[config.mk]
export PLATFORM = sky130hd
export DESIGN_NAME = load_store_unit
export DESIGN_NICKNAME = d
export VERILOG_FILES = /design/src/rtl/lsu_pkg.sv /design/src/rtl/lsu_align.sv /design/src/rtl/load_store_unit.sv
export SDC_FILE = /design/constraint.sdc
export NUM_CORES = 1
export LEC_CHECK = 0
export CORE_MARGIN = 4
export CORE_UTILIZATION = 47
export CTS_CLUSTER_DIAMETER = 120
export DETAILED_ROUTE_END_ITERATION = 12
export PLACE_DENSITY_LB_ADDON = 0.2
export SLEW_MARGIN = 0
export SYNTH_ARGS = -nofsm -noshare
export SYNTH_HDL_FRONTEND = slang
export SYNTH_HIERARCHICAL = 1
export SYNTH_SLANG_ARGS = --single-unit
[constraint.sdc]
create_clock -name i_clk -period 4.1 [get_ports i_clk]
set_input_delay 1.23 -clock i_clk [delete_from_list [all_inputs] [get_ports i_clk]]
set_output_delay 1.23 -clock i_clk [all_outputs]
set_load 0.03 [all_outputs]
[src/rtl/lsu_pkg.sv]
// Shared types, funct3 codes and access legality check for the load/store unit.
package lsu_pkg;

   typedef enum logic [1:0] {
      ST_IDLE  = 2'd0,
      ST_READ  = 2'd1,
      ST_WRITE = 2'd2,
      ST_RESP  = 2'd3
   } lsu_state_e;

   localparam logic [2:0] F3_B  = 3'b000;
   localparam logic [2:0] F3_H  = 3'b001;
   localparam logic [2:0] F3_W  = 3'b010;
   localparam logic [2:0] F3_BU = 3'b100;
   localparam logic [2:0] F3_HU = 3'b101;

   // Unsigned variants exist only for loads; alignment is checked per width.
   function automatic logic is_legal_access(input logic we, input logic [2:0] funct3,
                                            input logic [1:0] addr_lo);
      logic legal;
      case (funct3)
         F3_B:    legal = 1'b1;
         F3_H:    legal = ~addr_lo[0];
         F3_W:    legal = (addr_lo == 2'b00);
         F3_BU:   legal = ~we;
         F3_HU:   legal = ~we & ~addr_lo[0];
         default: legal = 1'b0;
      endcase
      return legal;
   endfunction

endpackage

[src/rtl/lsu_align.sv]
// Byte-lane steering: load extraction with extension and store merge into the old word.
module lsu_align
   import lsu_pkg::*;
(
   input  logic [2:0]  funct3,
   input  logic [1:0]  addr_lo,
   input  logic [31:0] old_word,
   input  logic [31:0] store_data,
   output logic [31:0] load_data,
   output logic [31:0] merged_word
);

   logic [7:0]  byte_lane;
   logic [15:0] half_lane;
   logic [31:0] shifted;

   assign shifted   = old_word >> {addr_lo, 3'b000};
   assign byte_lane = shifted[7:0];
   assign half_lane = addr_lo[1] ? old_word[31:16] : old_word[15:0];

   always_comb begin
      load_data = 32'd0;
      case (funct3)
         F3_B:    load_data = {{24{byte_lane[7]}}, byte_lane};
         F3_BU:   load_data = {24'd0, byte_lane};
         F3_H:    load_data = {{16{half_lane[15]}}, half_lane};
         F3_HU:   load_data = {16'd0, half_lane};
         F3_W:    load_data = old_word;
         default: load_data = 32'd0;
      endcase
   end

   always_comb begin
      merged_word = old_word;
      case (funct3)
         F3_B:    merged_word[{addr_lo, 3'b000} +: 8] = store_data[7:0];
         F3_H:    merged_word[{addr_lo[1], 4'b0000} +: 16] = store_data[15:0];
         default: merged_word = store_data;
      endcase
   end

endmodule

[src/rtl/load_store_unit.sv]
// Load/store unit: byte-addressed RV32 accesses mapped onto a word memory,
// with read-modify-write for sub-word stores and trapping of bad accesses.
module load_store_unit
   import lsu_pkg::*;
#(
   parameter int P_ADDR_WIDTH = 11,
   parameter int P_DATA_WIDTH = 32
) (
   input  logic                    i_clk,
   input  logic                    i_rst,
   input  logic                    i_req,
   input  logic                    i_we,
   input  logic [2:0]              i_funct3,
   input  logic [31:0]             i_addr,
   input  logic [P_DATA_WIDTH-1:0] i_wdata,
   output logic                    o_ready,
   output logic                    o_done,
   output logic                    o_err,
   output logic [P_DATA_WIDTH-1:0] o_rdata,
   output logic                    o_mem_we,
   output logic [P_ADDR_WIDTH-1:0] o_mem_addr,
   output logic [P_DATA_WIDTH-1:0] o_mem_wdata,
   input  logic [P_DATA_WIDTH-1:0] i_mem_rdata
);

   lsu_state_e                state_reg, state_next;
   logic [P_ADDR_WIDTH-1:0]   word_addr_reg;
   logic [1:0]                addr_lo_reg;
   logic [2:0]                funct3_reg;
   logic                      we_reg;
   logic                      err_reg;
   logic [P_DATA_WIDTH-1:0]   wdata_reg;
   logic [P_DATA_WIDTH-1:0]   word_reg;
   logic [P_DATA_WIDTH-1:0]   load_data;
   logic [P_DATA_WIDTH-1:0]   merged_word;
   logic                      accept;
   logic                      unused_addr_bits;

   assign accept = i_req && (state_reg == ST_IDLE);

   // Upper address bits are deliberately dropped so the word address wraps.
   assign unused_addr_bits = &{1'b0, i_addr[31:P_ADDR_WIDTH+2]};

   always_ff @(posedge i_clk or posedge i_rst) begin
      if (i_rst) begin
         state_reg <= ST_IDLE;
      end else begin
         state_reg <= state_next;
      end
   end

   always_ff @(posedge i_clk or posedge i_rst) begin
      if (i_rst) begin
         word_addr_reg <= '0;
         addr_lo_reg   <= 2'b00;
         funct3_reg    <= 3'b000;
         we_reg        <= 1'b0;
         err_reg       <= 1'b0;
         wdata_reg     <= '0;
         word_reg      <= '0;
      end else begin
         if (accept) begin
            word_addr_reg <= i_addr[P_ADDR_WIDTH+1:2];
            addr_lo_reg   <= i_addr[1:0];
            funct3_reg    <= i_funct3;
            we_reg        <= i_we;
            err_reg       <= ~is_legal_access(i_we, i_funct3, i_addr[1:0]);
            wdata_reg     <= i_wdata;
         end
         if (state_reg == ST_READ) begin
            word_reg <= i_mem_rdata;
         end
      end
   end

   always_comb begin
      state_next = state_reg;
      case (state_reg)
         ST_IDLE: begin
            if (accept) begin
               if (~is_legal_access(i_we, i_funct3, i_addr[1:0])) begin
                  state_next = ST_RESP;
               end else if (i_we && (i_funct3 == F3_W)) begin
                  state_next = ST_WRITE;
               end else begin
                  state_next = ST_READ;
               end
            end
         end
         ST_READ:  state_next = we_reg ? ST_WRITE : ST_RESP;
         ST_WRITE: state_next = ST_IDLE;
         ST_RESP:  state_next = ST_IDLE;
         default:  state_next = ST_IDLE;
      endcase
   end

   lsu_align u_align (
      .funct3      (funct3_reg),
      .addr_lo     (addr_lo_reg),
      .old_word    (word_reg),
      .store_data  (wdata_reg),
      .load_data   (load_data),
      .merged_word (merged_word)
   );

   // Every output is a decode of state plus request registers.
   assign o_ready     = (state_reg == ST_IDLE);
   assign o_done      = (state_reg == ST_WRITE) || (state_reg == ST_RESP);
   assign o_err       = (state_reg == ST_RESP) && err_reg;
   assign o_mem_we    = (state_reg == ST_WRITE);
   assign o_mem_addr  = word_addr_reg;
   assign o_mem_wdata = (state_reg == ST_WRITE) ? merged_word : '0;
   assign o_rdata     = ((state_reg == ST_RESP) && !err_reg) ? load_data : '0;

endmodule

==> reports/results.txt <==
crit path launch -> addr_lo_reg[1]
Finished Cell Area -> 7620 um2
starting density of the core -> 0.4841
CP Launch Type -> flop
drt pass-1 iters -> 5
asr flop ratio synth -> 1.000
post-synth top area share -> 0.3770
clock sink total -> 84
RR Startpoint -> state_reg[1]
Iter 0 DRT Violations -> 326
R2R Setup Slk -> 2.27 ns
fin. max-slew vios -> 0
syn avg cell area -> 9.323 um2
clk_lat worst skew -> 0.34 ns
Worst Max-Slew Pin Slew -> 1.184 ns
#FFs+latches synth -> 84
Fin Clk Skew -> 0.003875 ns
simple logic cell fraction of the synthesized area -> 0.2226
Worst-path clk slew -> 0.06 ns
Die Height -> 116.9 um
fraction of the mapped netlist area in adder cells -> 0.01122
WP data required -> 2.87 ns
I/O Pins -> 182
most common flop cell mapped by yosys -> dfrtp_1
post-synthesis mux area share -> 0.1764
H-tree lvl count -> 3
critical path endpoint category -> output pin
Final Cycle Share -> 0.9821
RSZ-0062 raised after global routing -> false
Via density -> 5.729
DR vias -> 5059
cell row count -> 39
first-pass GRT wire length -> 26.18 mm
Worst Setup EP -> o_mem_wdata[28]
CP Max Fanout -> 8
Synth cell types -> 45
RePlAce Congestion -> 0.9036
Syn. warnings -> 6
initial antenna violation count -> 0
Place WS -> 0.4953 ns
Congestion Overflow GR -> 0
sequential element share of the synthesized area -> 0.3770
top achievable clock speed -> 0.2484 GHz
Filler Cells Inserted -> 947
Max Cap Viol -> 0
EDFF count, synth -> 0
status -> finished, final reports clean
final antenna-violating net count -> 0
final worst-path setup slack -> 0.07345 ns
Final Hold Violating Endpoints -> 0
Buffers & Inverters on Critical Path -> 2
Detailed Place HPWL -> 12.94 mm
post-synthesis net count -> 706
Post-Syn Area -> 5575 um2
R2R depth -> 2
Final Critical Period -> 4.027 ns
WP data arrival -> 2.80 ns
cell family with most CP delay -> buffers and inverters
CP max-delay cell -> clkdlybuf4s50_1
share of cells above drive strength 1 -> 0.2054
Setup Viol. Count Final -> 0
Critical Path, Cell by Cell -> inv_1 -> ha_1 -> and3b_1 -> a221o_1 -> a22o_1 -> and2_1 -> clkdlybuf4s50_1
Total Negative Setup Slacks -> 0 ns
Slew HR -> 0.2106
Peak VDD IR -> 0.0006485 V
post-synth top area cell -> dfrtp_1
largest family of logic cells by synthesized area -> simple AND/OR/NAND/NOR gates
All-Layer GR Usage -> 0.2513
post-synthesis compound-gate area fraction -> 0.1548
FF-to-FF End -> state_reg[1]
area grow syn2layout -> 36.67%
vias in the first global route -> 4962
cts bufs inserted -> 9
top post-synthesis cells by count -> 129 x nand2_1, 84 x dfrtp_1, 64 x and2_1
critical path's largest stage delay -> 0.67 ns
count leader, synth -> nand2_1
Critical Path Stages -> 7
Hold WC Path Type -> reg2reg
Post-DP Area -> 7293 um2
wire length per cell -> 19.45 um
Post-CTS Resized -> 0
pwr dens -> 872.8 nW/um2
DRC viols -> 0
Leak Pwr -> 0.003400 uW
die area -> 13670 um2
Synth Area in XOR/XNOR -> 0
Total Wirelength -> 17.18 mm
postcts setup bufs -> 0
Core Area -> 11520 um2
dominant cells by area after synthesis -> dfrtp_1 38%, mux2_2 12%, nand2_1 8.7%
clock buffer depth -> 2
largest net degree at the start of global routing -> 53
ANT cells -> 0
Die X -> 116.9 um
Hold-fix buffers, CTS -> 0
Setup Crit Path Kind -> reg2out
post-synthesis cell count -> 598
Post-layout nets -> 843
CTS tree -> built
root cell of the clock tree -> clkbuf_16
Port Buffers -> 162
hold slack -> 0.4612 ns
-- cell families after synthesis --
| kind of cell | Yosys count |
|---|---|
| muxes | 89 |
| DFF | 84 |
| adders and majority gates | 5 |
| AOI/OAI and AO/OA | 112 |
| buffers and inverters | 62 |
| and+or+nand+nor | 246 |
-- report_power, final --
group	total [uW]	leakage (uW)	internal [uW]	switching (uW)
Clock	886	0.000162	550	336
Sequential	1840	0.00100	1250	587
Combinational	3930	0.00223	1850	2070
-- layer usage --
layer	share of wire	GRT usage
met1	0.41	0.3261
met4	0.024	0.09862
met2	0.48	0.4145
met5	0	0
met3	0.080	0.05039
-- through the flow --
stage               cells  total power [uW]    util
floorplan             598              4408       -
global placement      867              5636  0.6333
detailed placement    867              5747  0.6333
CTS                   883              6653  0.6617
global route          883              7058  0.6617
finish                883              6650  0.6617
-- layout make-up --
type	count	area, um2	area share
Clock inverter	6	87.58	0.01149
Timing Repair Buffer	177	1817	0.2384
Tap cell	143	178.9	0.02348
Multi-Input combinational cell	452	3153	0.4138
Clock buffer	10	239.0	0.03136
Sequential cell	84	2102	0.2759
Inverter	11	42.54	0.005583
-- worst register-to-register path: stages, from the launching register on --
cell      delay [ns]
dfrtp_1         0.51
nand2b_1        0.95
o21ai_0         0.20
-- layout by cell type (no fill, tap or decap), types with 23 or more instances in the layout --
master / netlist / layout
a21oi_1: 23 / 23
a221o_1: 25 / 25
and2_1: 64 / 64
dfrtp_1: 84 / 84
nand2_1: 129 / 129
mux2i_1: 24 / 24
buf_4: 1 / 50
mux2_2: 60 / 60
clkdlybuf4s50_1: 0 / 110
a22o_1: 24 / 24
-- worst min path at each step --
stage	start	depth (start not counted)	endpoint
final	we_reg	1	state_reg[0]
after global routing	we_reg	1	state_reg[0]
after CTS	we_reg	1	state_reg[0]
after detailed placement	we_reg	1	state_reg[0]
after global placement	we_reg	1	state_reg[0]
after floorplan	we_reg	1	state_reg[0]
Note: power is estimated with default switching activity, not from simulation.
